$ cat src/rtl/jump_target_arbiter.sv
// Fixed-priority jump-target arbiter with a registered valid/ready redirect output.
// Optional JUMP_DROP_CNT_EN adds a saturating count of requests dropped while a redirect is pending.
module jump_target_arbiter #(
  parameter int                 ADDR_W   = 16,
  parameter int                 SRC_NUM  = 3,
  parameter int                 SRC_W    = 2,
  parameter logic [ADDR_W-1:0]  RESET_PC = '0
) (
  input  logic                      clk,
  input  logic                      rst_n,
  input  logic [SRC_NUM-1:0]        src_valid,
  input  logic [SRC_NUM*ADDR_W-1:0] src_addr,
  input  logic                      flush,
  input  logic                      redirect_ready,
  output logic                      redirect_valid,
  output logic [ADDR_W-1:0]         redirect_addr,
  output logic [SRC_W-1:0]          redirect_src,
`ifdef JUMP_DROP_CNT_EN
  output logic [7:0]                drop_cnt,
`endif
  output logic                      busy
);

  typedef enum logic {IDLE = 1'b0, PEND = 1'b1} state_t;

  state_t            state, state_nxt;
  logic              any_req;
  logic [SRC_W-1:0]  win;
  logic [ADDR_W-1:0] win_addr;
  logic              hs, cap, drop;

  // Scan from the lowest priority upward so the lowest set index wins.
  always_comb begin
    any_req  = |src_valid;
    win      = '0;
    win_addr = src_addr[ADDR_W-1:0];
    for (int i = SRC_NUM-1; i >= 0; i--) begin
      if (src_valid[i]) begin
        win      = SRC_W'(i);
        win_addr = src_addr[i*ADDR_W +: ADDR_W];
      end
    end
  end

  assign hs = redirect_valid & redirect_ready;

  always_comb begin
    state_nxt = state;
    cap       = 1'b0;
    drop      = 1'b0;
    case (state)
      IDLE: begin
        if (!flush && any_req) begin
          cap       = 1'b1;
          state_nxt = PEND;
        end
      end
      PEND: begin
        if (flush) begin
          state_nxt = IDLE;
        end else if (hs) begin
          if (any_req) cap = 1'b1;
          else         state_nxt = IDLE;
        end else if (any_req) begin
          // An older instruction (lower index) may override the held target.
          if (win < redirect_src) cap  = 1'b1;
          else                    drop = 1'b1;
        end
      end
      default: state_nxt = IDLE;
    endcase
  end

  always_ff @(posedge clk or negedge rst_n) begin
    if (!rst_n) begin
      state         <= IDLE;
      redirect_addr <= RESET_PC;
      redirect_src  <= '0;
    end else begin
      state <= state_nxt;
      if (cap) begin
        redirect_addr <= win_addr;
        redirect_src  <= win;
      end
    end
  end

  assign redirect_valid = (state == PEND);
  assign busy           = (state == PEND);

`ifdef JUMP_DROP_CNT_EN
  always_ff @(posedge clk or negedge rst_n) begin
    if (!rst_n)                      drop_cnt <= '0;
    else if (drop && drop_cnt != 8'hFF) drop_cnt <= drop_cnt + 8'd1;
  end
`endif

endmodule

$ cat config.mk
export PLATFORM = sky130hd
export DESIGN_NAME = jump_target_arbiter
export DESIGN_NICKNAME = d
export VERILOG_FILES = /design/src/rtl/jump_target_arbiter.sv
export SDC_FILE = /design/constraint.sdc
export NUM_CORES = 1
export LEC_CHECK = 0
export CAP_MARGIN = 5
export CORE_AREA = 2 2 60 62
export CTS_CLUSTER_SIZE = 25
export DETAILED_ROUTE_END_ITERATION = 8
export DIE_AREA = 0 0 62 64
export HOLD_SLACK_MARGIN = 0.08
export PLACE_DENSITY = 0.78
export SYNTH_ARGS = -nofsm -noshare
export SYNTH_HDL_FRONTEND = slang
export SYNTH_SLANG_ARGS = --single-unit
$ cat constraint.sdc
create_clock -name clk -period 2.55 [get_ports clk]
set_input_delay 0.765 -clock clk [delete_from_list [all_inputs] [get_ports clk]]
set_output_delay 0.765 -clock clk [all_outputs]
set_load 0.02 [all_outputs]
* After elaboration in Yosys (flattened, before gate mapping)
Cells that the tools add are included.
** Storage, ports and cells
- Flip-flop bits (word level) :: 19
- Input port bits :: 55
- Output and inout bits :: 20
- Word-level logic and storage cells :: 25
** Operators by class
- $lt $le $gt $ge :: 1
- Mux-type cells :: 16
- Bitwise operators :: 2
- Reduce and logical (&&, ||, !) cells :: 3
** Operators by type and width (number)
- 2-to-1 mux 16 bit :: 3
- 2-to-1 mux 1 bit :: 8
- 2-to-1 mux 2 bit :: 3
- one-hot mux 1 bit (2 select lines) :: 2
- OR reduction 3 bit :: 1
- < comparator 2 bit :: 1
- bitwise AND 1 bit :: 1
- logical AND 1 bit :: 1
- logical NOT 1 bit :: 1
- inverter 1 bit :: 1

* Logic depth before layout (Yosys ltp)
Gate-level depths: netlist of run 1.
- Word-level depth :: 9
- Mapped depth :: 11
- Gate-level depth less buffers :: 7

* Least setup slack after synthesis of run 1
OpenSTA, ideal clock, no wires.
- Path type :: input port to flip-flop
- From :: input src_valid[0]
- To :: register redirect_addr[0]
- Data arrival time :: 2.699 ns
- Required time :: 2.425 ns
- Path slack :: -0.274 ns
- Cell stages on the path :: 11
- Path buffers :: 4
- Path through :: or2_1 -> buf_6 -> clkbuf_1 -> nor2_1 -> ha_1 -> nor2_1 -> a311oi_1 -> or3_1 -> buf_6 -> buf_12 -> mux2_4
** On the way
- Longest elaborated chain between the ends :: 7
** RTL lines
- start: declaration :: line 11 : input logic [SRC_NUM-1:0] src_valid,
- 2-to-1 mux 2 bit :: line 38 : if (src_valid[i]) begin
- net win[1] :: line 28 : logic [SRC_W-1:0] win;
- < comparator 2 bit :: line 66 : if (win < redirect_src) cap = 1'b1;
- 2-to-1 mux 1 bit :: line 66
- 2-to-1 mux 1 bit :: line 64 : end else if (any_req) begin
- 2-to-1 mux 1 bit :: line 61 : end else if (hs) begin
- 2-to-1 mux 1 bit :: line 59 : if (flush) begin
- one-hot mux 1 bit (2 select lines) :: line 51 : case (state)
- end signal: assignment :: line 82 : redirect_addr <= win_addr;
- end: declaration :: line 16 : output logic [ADDR_W-1:0] redirect_addr,
The timed path passes the listed nets, and every way through them passes these cells.
A chain may end at the register's enable or synchronous reset.

* Worst setup path in the final report of run 1
- From :: input src_valid[1]
- To :: register redirect_addr[2]
** On the way
- Longest elaborated chain between the ends :: 8
** RTL lines (line)
- 2-to-1 mux 2 bit (2 in a row) :: 38
- net win[1] :: 28
- < comparator 2 bit :: 66
- 2-to-1 mux 1 bit :: 66
- 2-to-1 mux 1 bit :: 64
- 2-to-1 mux 1 bit :: 61
- 2-to-1 mux 1 bit :: 59
- one-hot mux 1 bit (2 select lines) :: 51
The timed path passes the listed nets, and every way through them passes these cells.

==> results of run 1 <==
worst register-to-register path, delay by kind of cell (launching register included):
family / cells / cell delay [ns]
flops: 1 / 0.40
simple gates: 2 / 0.46
compound gates: 1 / 0.05
fa+ha+maj: 1 / 0.30
buf+inv: 2 / 0.25
mux: 1 / 0.30
cell usage after synthesis, types with 2 or more instances:
master	n	share of area
nor2_1	34	0.11
dfrtp_1	19	0.42
o32ai_1	15	0.12
mux2_4	9	0.12
mux2_2	8	0.079
clkbuf_1	5	0.016
inv_1	3	0.0099
buf_4	2	0.013
buf_6	2	0.020
nand2b_1	2	0.011
state kept, by name (all words and copies together), names as in the netlist:
register	count
redirect_addr	16
busy	1
redirect_src	2
worst max path at each step:
| stage | startpoint | to | slack [ns] | cells after the start |
|---|---|---|---|---|
| CTS | src_valid[2] | redirect_addr[2] | 0.0003 | 9 |
| global placement | src_valid[0] | redirect_addr[3] | -0.32 | 9 |
| floorplan | src_valid[0] | redirect_addr[0] | -0.18 | 11 |
| global route | src_valid[1] | redirect_addr[4] | 0.08 | 9 |
| finish | src_valid[1] | redirect_addr[2] | 0.11 | 9 |
| detailed placement | src_valid[0] | redirect_addr[2] | -0.40 | 9 |
metal layers:
| metal | share of wire | GRT usage | vias up |
|---|---|---|---|
| li1 | - | - | 554 |
| met1 | 0.41 | 0.246 | 574 |
| met2 | 0.51 | 0.342 | 49 |
| met3 | 0.056 | 0.0486 | 6 |
| met4 | 0.019 | 0.0878 | 0 |
| met5 | 0 | 0 | - |
cells by family after synthesis:
logic type / Yosys count / synth area share
AND/OR/NAND/NOR: 40 / 0.144
flip-flops: 19 / 0.417
multiplexers: 18 / 0.206
adder cells (fa/ha/maj): 1 / 0.0110
buffers and inverters: 14 / 0.0800
AO/OA/AOI/OAI: 19 / 0.143
timing repair:
action,CTS,global route
gates resized for setup,6,2
endpoints found under the hold margin,0,0
pin swaps,4,1
setup endpoints to repair,17,18
hold buffers,0,0
buffers inserted,1,0
cloned,0,0
power by group:
part	leakage [nW]	switching, mW	internal, mW
clock	0.0150	0.0934	0.0609
sequential	0.220	0.0324	0.357
combinational	0.582	0.194	0.266
total	0.818	0.319	0.684
cell type report:
| cell class | instances | area [µm²] | share of cell area |
|---|---|---|---|
| multi-input cells | 78 | 587 | 0.296 |
| repair buffers | 84 | 823 | 0.415 |
| flip-flops and latches | 19 | 475 | 0.239 |
| well taps | 46 | 57.6 | 0.0290 |
| inverters | 4 | 16.3 | 0.00819 |
| clock buffers | 4 | 26.3 | 0.0132 |
per-stage QoR:
| step | instances | utilization | power, mW |
|---|---|---|---|
| after global routing | 235 | 0.605 | 1.06 |
| after CTS | 235 | 0.603 | 1.01 |
| final | 235 | 0.605 | 1.00 |
| after floorplan | 111 | - | 0.610 |
| after detailed placement | 230 | 0.590 | 0.852 |
| after global placement | 230 | 0.590 | 0.839 |
==> run metrics, run 1 <==
# fillers approximately 290; Avg Synthesized Cell Area 10.3 µm²; hold path start redirect_addr[10]; # port buffers 74; relative slew slack 0.755; commonest non-fill, non-tap cell in the layout clkdlybuf4s50_1; DP HPWL 2.93 mm; crit path capture type register; clk sinks 19; critical path, cell by cell dlygate4sd2_1 > or2_4 > nor2_4 > ha_1 > nor2_2 > a311oi_1 > or3_1 > buf_6 > mux2_4; placement row count 21; DRT Wirelength 3.83 mm; Net Count, Synth 167; Final Cycle Share 0.957; max-slew violation count 0; vias in the first global route 1242; # H-tree levels 1; Layout area overhead 74.0%; gr usage total 0.206; total global routing overflow 0; share of cells above drive strength 1 0.190; Hold Violations, Final 0; Antenna Nets Post-Route 0; most frequent cells in the layout 71 x clkdlybuf4s50_1, 32 x nor2_1, 19 x dfrtp_1, 15 x o32ai_1, 9 x mux2_4; ys async rst share 1.00; Placeable Area 3280 µm²; setup violators final 0; Peak VDD IR 0.302 mV; Startpoint Class input port; CTS tree yes; Seq/Total Area, Yosys 0.417; Post-Syn Area 1140 µm²; Setup Skew 0.00643 ns; vias approximately 1200; Crit Path Class input port to register; TritonCTS Buffers 3; DRT Pass-1 Iters 4; die area between 3000 and 4000 µm²; Hold Path Depth 1; crit-path max FO 8; CP bufs+invs 2; highest clock rate 410 MHz; Hold Path End redirect_addr[10]; Critical-path top delay cell or3_1; initial antenna violation count 0; r2r worst-path depth 7; drt initial violations 38; drt drc 0; DP Worst Slack -0.396 ns; min cycle time layout 2.44 ns; root buffer cell clkbuf_4; I/O pin cnt 75; Layout Nets 246; Bufs on Longest Clock Path 2; Die W 62 µm; Top FF cell, synth dfrtp_1; worst reg2reg endpoint redirect_addr[2]; pin count of the biggest net entering global routing 20; die extent in y 64 µm; status complete, no violations; DP Area 1940 µm²; Top delay family on crit path simple AND/OR/NAND/NOR gates; fin area 1990 µm²; Max Cap Viol 0; CP Data Required Time 2.74 ns; final hold slack 0.518 ns; first-pass GRT wire length 5.97 mm; Synth cell types 22; Vias/cell 5.03; Leak Pwr 0.818 nW; CP peak stage delay ~0.37 ns; RR Startpoint redirect_src[1]; Post-synth EDFFs 0; yosys synthesis warning count 0; P per Cell Area between 500 and 600 nW/µm²; Routed wire per std cell 16.3 µm; final worst slack 0.111 ns; diode count 0; setup repair after global routing missed its margin no; gpl congestion 0.819; CP Data Arrival Time 2.63 ns; Slew @ Worst Pin between 0.3 and 0.4 ns; Starting Density 0.347; Gate Count Post-Synth 111; setup TNS 0 ns; Synth Register Bits 19; Hold Path Class register to register; clk_lat worst skew 0.30 ns; clock-pin slew on the worst setup and hold paths 0.11 ns; Reg2Reg Setup Slack 0.67 ns
Power figures use the tool's default switching activity.
==> inputs of run 2 (changes only) <==
Settings changed: CORE_AREA 2 2 60 62 to 2 2 43 85, DIE_AREA 0 0 62 64 to 0 0 45 87.
==> run metrics, run 2 (same netlist as run 1, synthesis figures left out) <==
status complete, no violations; # port buffers 74; setup violators final 0; Vias/cell 5.19; vias in the first global route 1250; DRT Wirelength 3.54 mm; I/O pin cnt 75; min cycle time layout 2.47 ns; Hold Path End redirect_addr[8]; Startpoint Class input port; fin area roughly 2000 µm²; Setup Skew 0.00228 ns; CP Data Arrival Time roughly 2.6 ns; die area 3920 µm²; diode count 0; clk_lat worst skew 0.26 ns; Reg2Reg Setup Slack 0.71 ns; max-slew violation count 0; die extent in y between 80 and 90 µm; DRT Pass-1 Iters 4; Hold Violations, Final 0; fin cells 223; pin count of the biggest net entering global routing 20; Most flops, register redirect_addr; gpl congestion 0.782; Routed wire per std cell 15.9 µm; clk sinks 19; root buffer cell clkbuf_8; setup repair after global routing missed its margin no; Slew @ Worst Pin ~0.28 ns; Antenna Nets Post-Route 0; share of cells above drive strength 1 0.204; DP HPWL 2.61 mm; Hold Path Depth 1; CP peak stage delay slightly below 0.4 ns; CTS tree yes; Die W about 45 µm; placed insts between 200 and 250; cts hold-fix bufs 0; P per Cell Area 527 nW/µm²; Max Cap Viol 0; DP Area 1950 µm²; Layout area overhead 77.6%; Final Cycle Share 0.970; critical path, cell by cell dlygate4sd2_1 > or2_4 > nor2_4 > ha_1 > nor2_1 > a311oi_1 > or3_4 > buf_12 > mux2_4; clock-pin slew on the worst setup and hold paths about 0.070 ns; first-pass GRT wire length 5.69 mm; setup TNS 0 ns; worst reg2reg endpoint redirect_addr[6]; # H-tree levels 1; Peak VDD IR between 0.4 and 0.5 mV; Bufs on Longest Clock Path 2; TritonCTS Buffers 3; highest clock rate 404 MHz; Leak Pwr 0.841 nW; drt drc 0; Hold Path Class register to register; total global routing overflow 0; placement row count 30; Critical-path top delay cell or3_4; drt initial violations 15; commonest non-fill, non-tap cell in the layout clkdlybuf4s50_1; Placeable Area 3300 µm²; CP Data Required Time about 2.7 ns; hold path start redirect_addr[8]; relative slew slack 0.811; most frequent cells in the layout 71 x clkdlybuf4s50_1, 33 x nor2_1, 19 x dfrtp_1, 15 x o32ai_1, 10 x buf_4; Layout Nets between 200 and 250; Crit Path Class input port to register; RR Startpoint redirect_src[1]; initial antenna violation count 0; crit path capture type register; r2r worst-path depth 7; max FFs per register 16; Starting Density 0.345; vias 1157; crit-path max FO 7; gr usage total 0.193
## run 2: cell count changes in the layout (fill, tap and decap cells not counted), sizes merged
cell / previous run / this run
buf: 10 / 12
clkbuf: 4 / 3
clkinv: 1 / 2
dlygate4sd2: 2 / 3
dlymetal6s2s: 1 / 0
## run 2: through the flow
| step | hold slack [ns] | util | power (mW) | setup WS, ns |
|---|---|---|---|---|
| detailed placement | 0.493 | 0.590 | 0.849 | -0.400 |
| global placement | 0.488 | 0.590 | 0.841 | -0.334 |
| finish | 0.508 | 0.614 | 1.07 | 0.0775 |
| global route | 0.535 | 0.614 | 1.12 | 0.0271 |
| floorplan | 0.469 | - | 0.610 | -0.177 |
| CTS | 0.509 | 0.614 | 1.07 | 0.0333 |
## run 2: per-layer routing
layer  GRT usage  wire length (µm)  part of all wire
met1       0.240              1520              0.43
met2       0.321              1660              0.47
met3      0.0394               312             0.088
met4      0.0642                46             0.013
met5           0                 0                 0
## run 2: worst max path at each step
stage,from,to,slack [ns]
6_report,src_valid[1],redirect_addr[6],0.08
3_3_place_gp,src_valid[0],redirect_addr[3],-0.33
4_1_cts,src_valid[1],redirect_addr[6],0.03
3_5_place_dp,src_valid[0],redirect_addr[6],-0.40
5_1_grt,src_valid[1],redirect_addr[14],0.03
2_1_floorplan,src_valid[0],redirect_addr[0],-0.18
## run 2: layout make-up
cell class	instances	area, µm²
clock buffers	3	41.3
clock inverters	1	5.00
fillers	288	1280
inverters	4	16.3
multi-input cells	78	589
flip-flops and latches	19	475
well taps	32	40.0
repair buffers	86	860
## run 2: repair_timing
item	in CTS	in global routing
setup buffers	0	0
resized for setup	7	0
pin swaps	2	1
endpoints found under the setup margin	17	11
hold endpoints to repair	0	0
gates cloned	1	0
## run 2: critical path: cells and delay by family
kind | cells | cell delay (ns)
AOI/OAI and AO/OA | 1 | 0.06
muxes | 1 | 0.29
buffers and inverters | 2 | 0.42
adders and majority gates | 1 | 0.23
and+or+nand+nor | 4 | 0.85
## run 2: power breakdown
group          internal (mW)  switching [mW]
clock network          0.109           0.104
registers              0.358          0.0333
logic                  0.276           0.188
total                  0.742           0.325
==> inputs of run 3 (changes only) <==
Settings changed: CAP_MARGIN 5 to 20.
==> results of run 3 <==
Same layout as run 2: the final DEF is identical, and so are final timing and power.
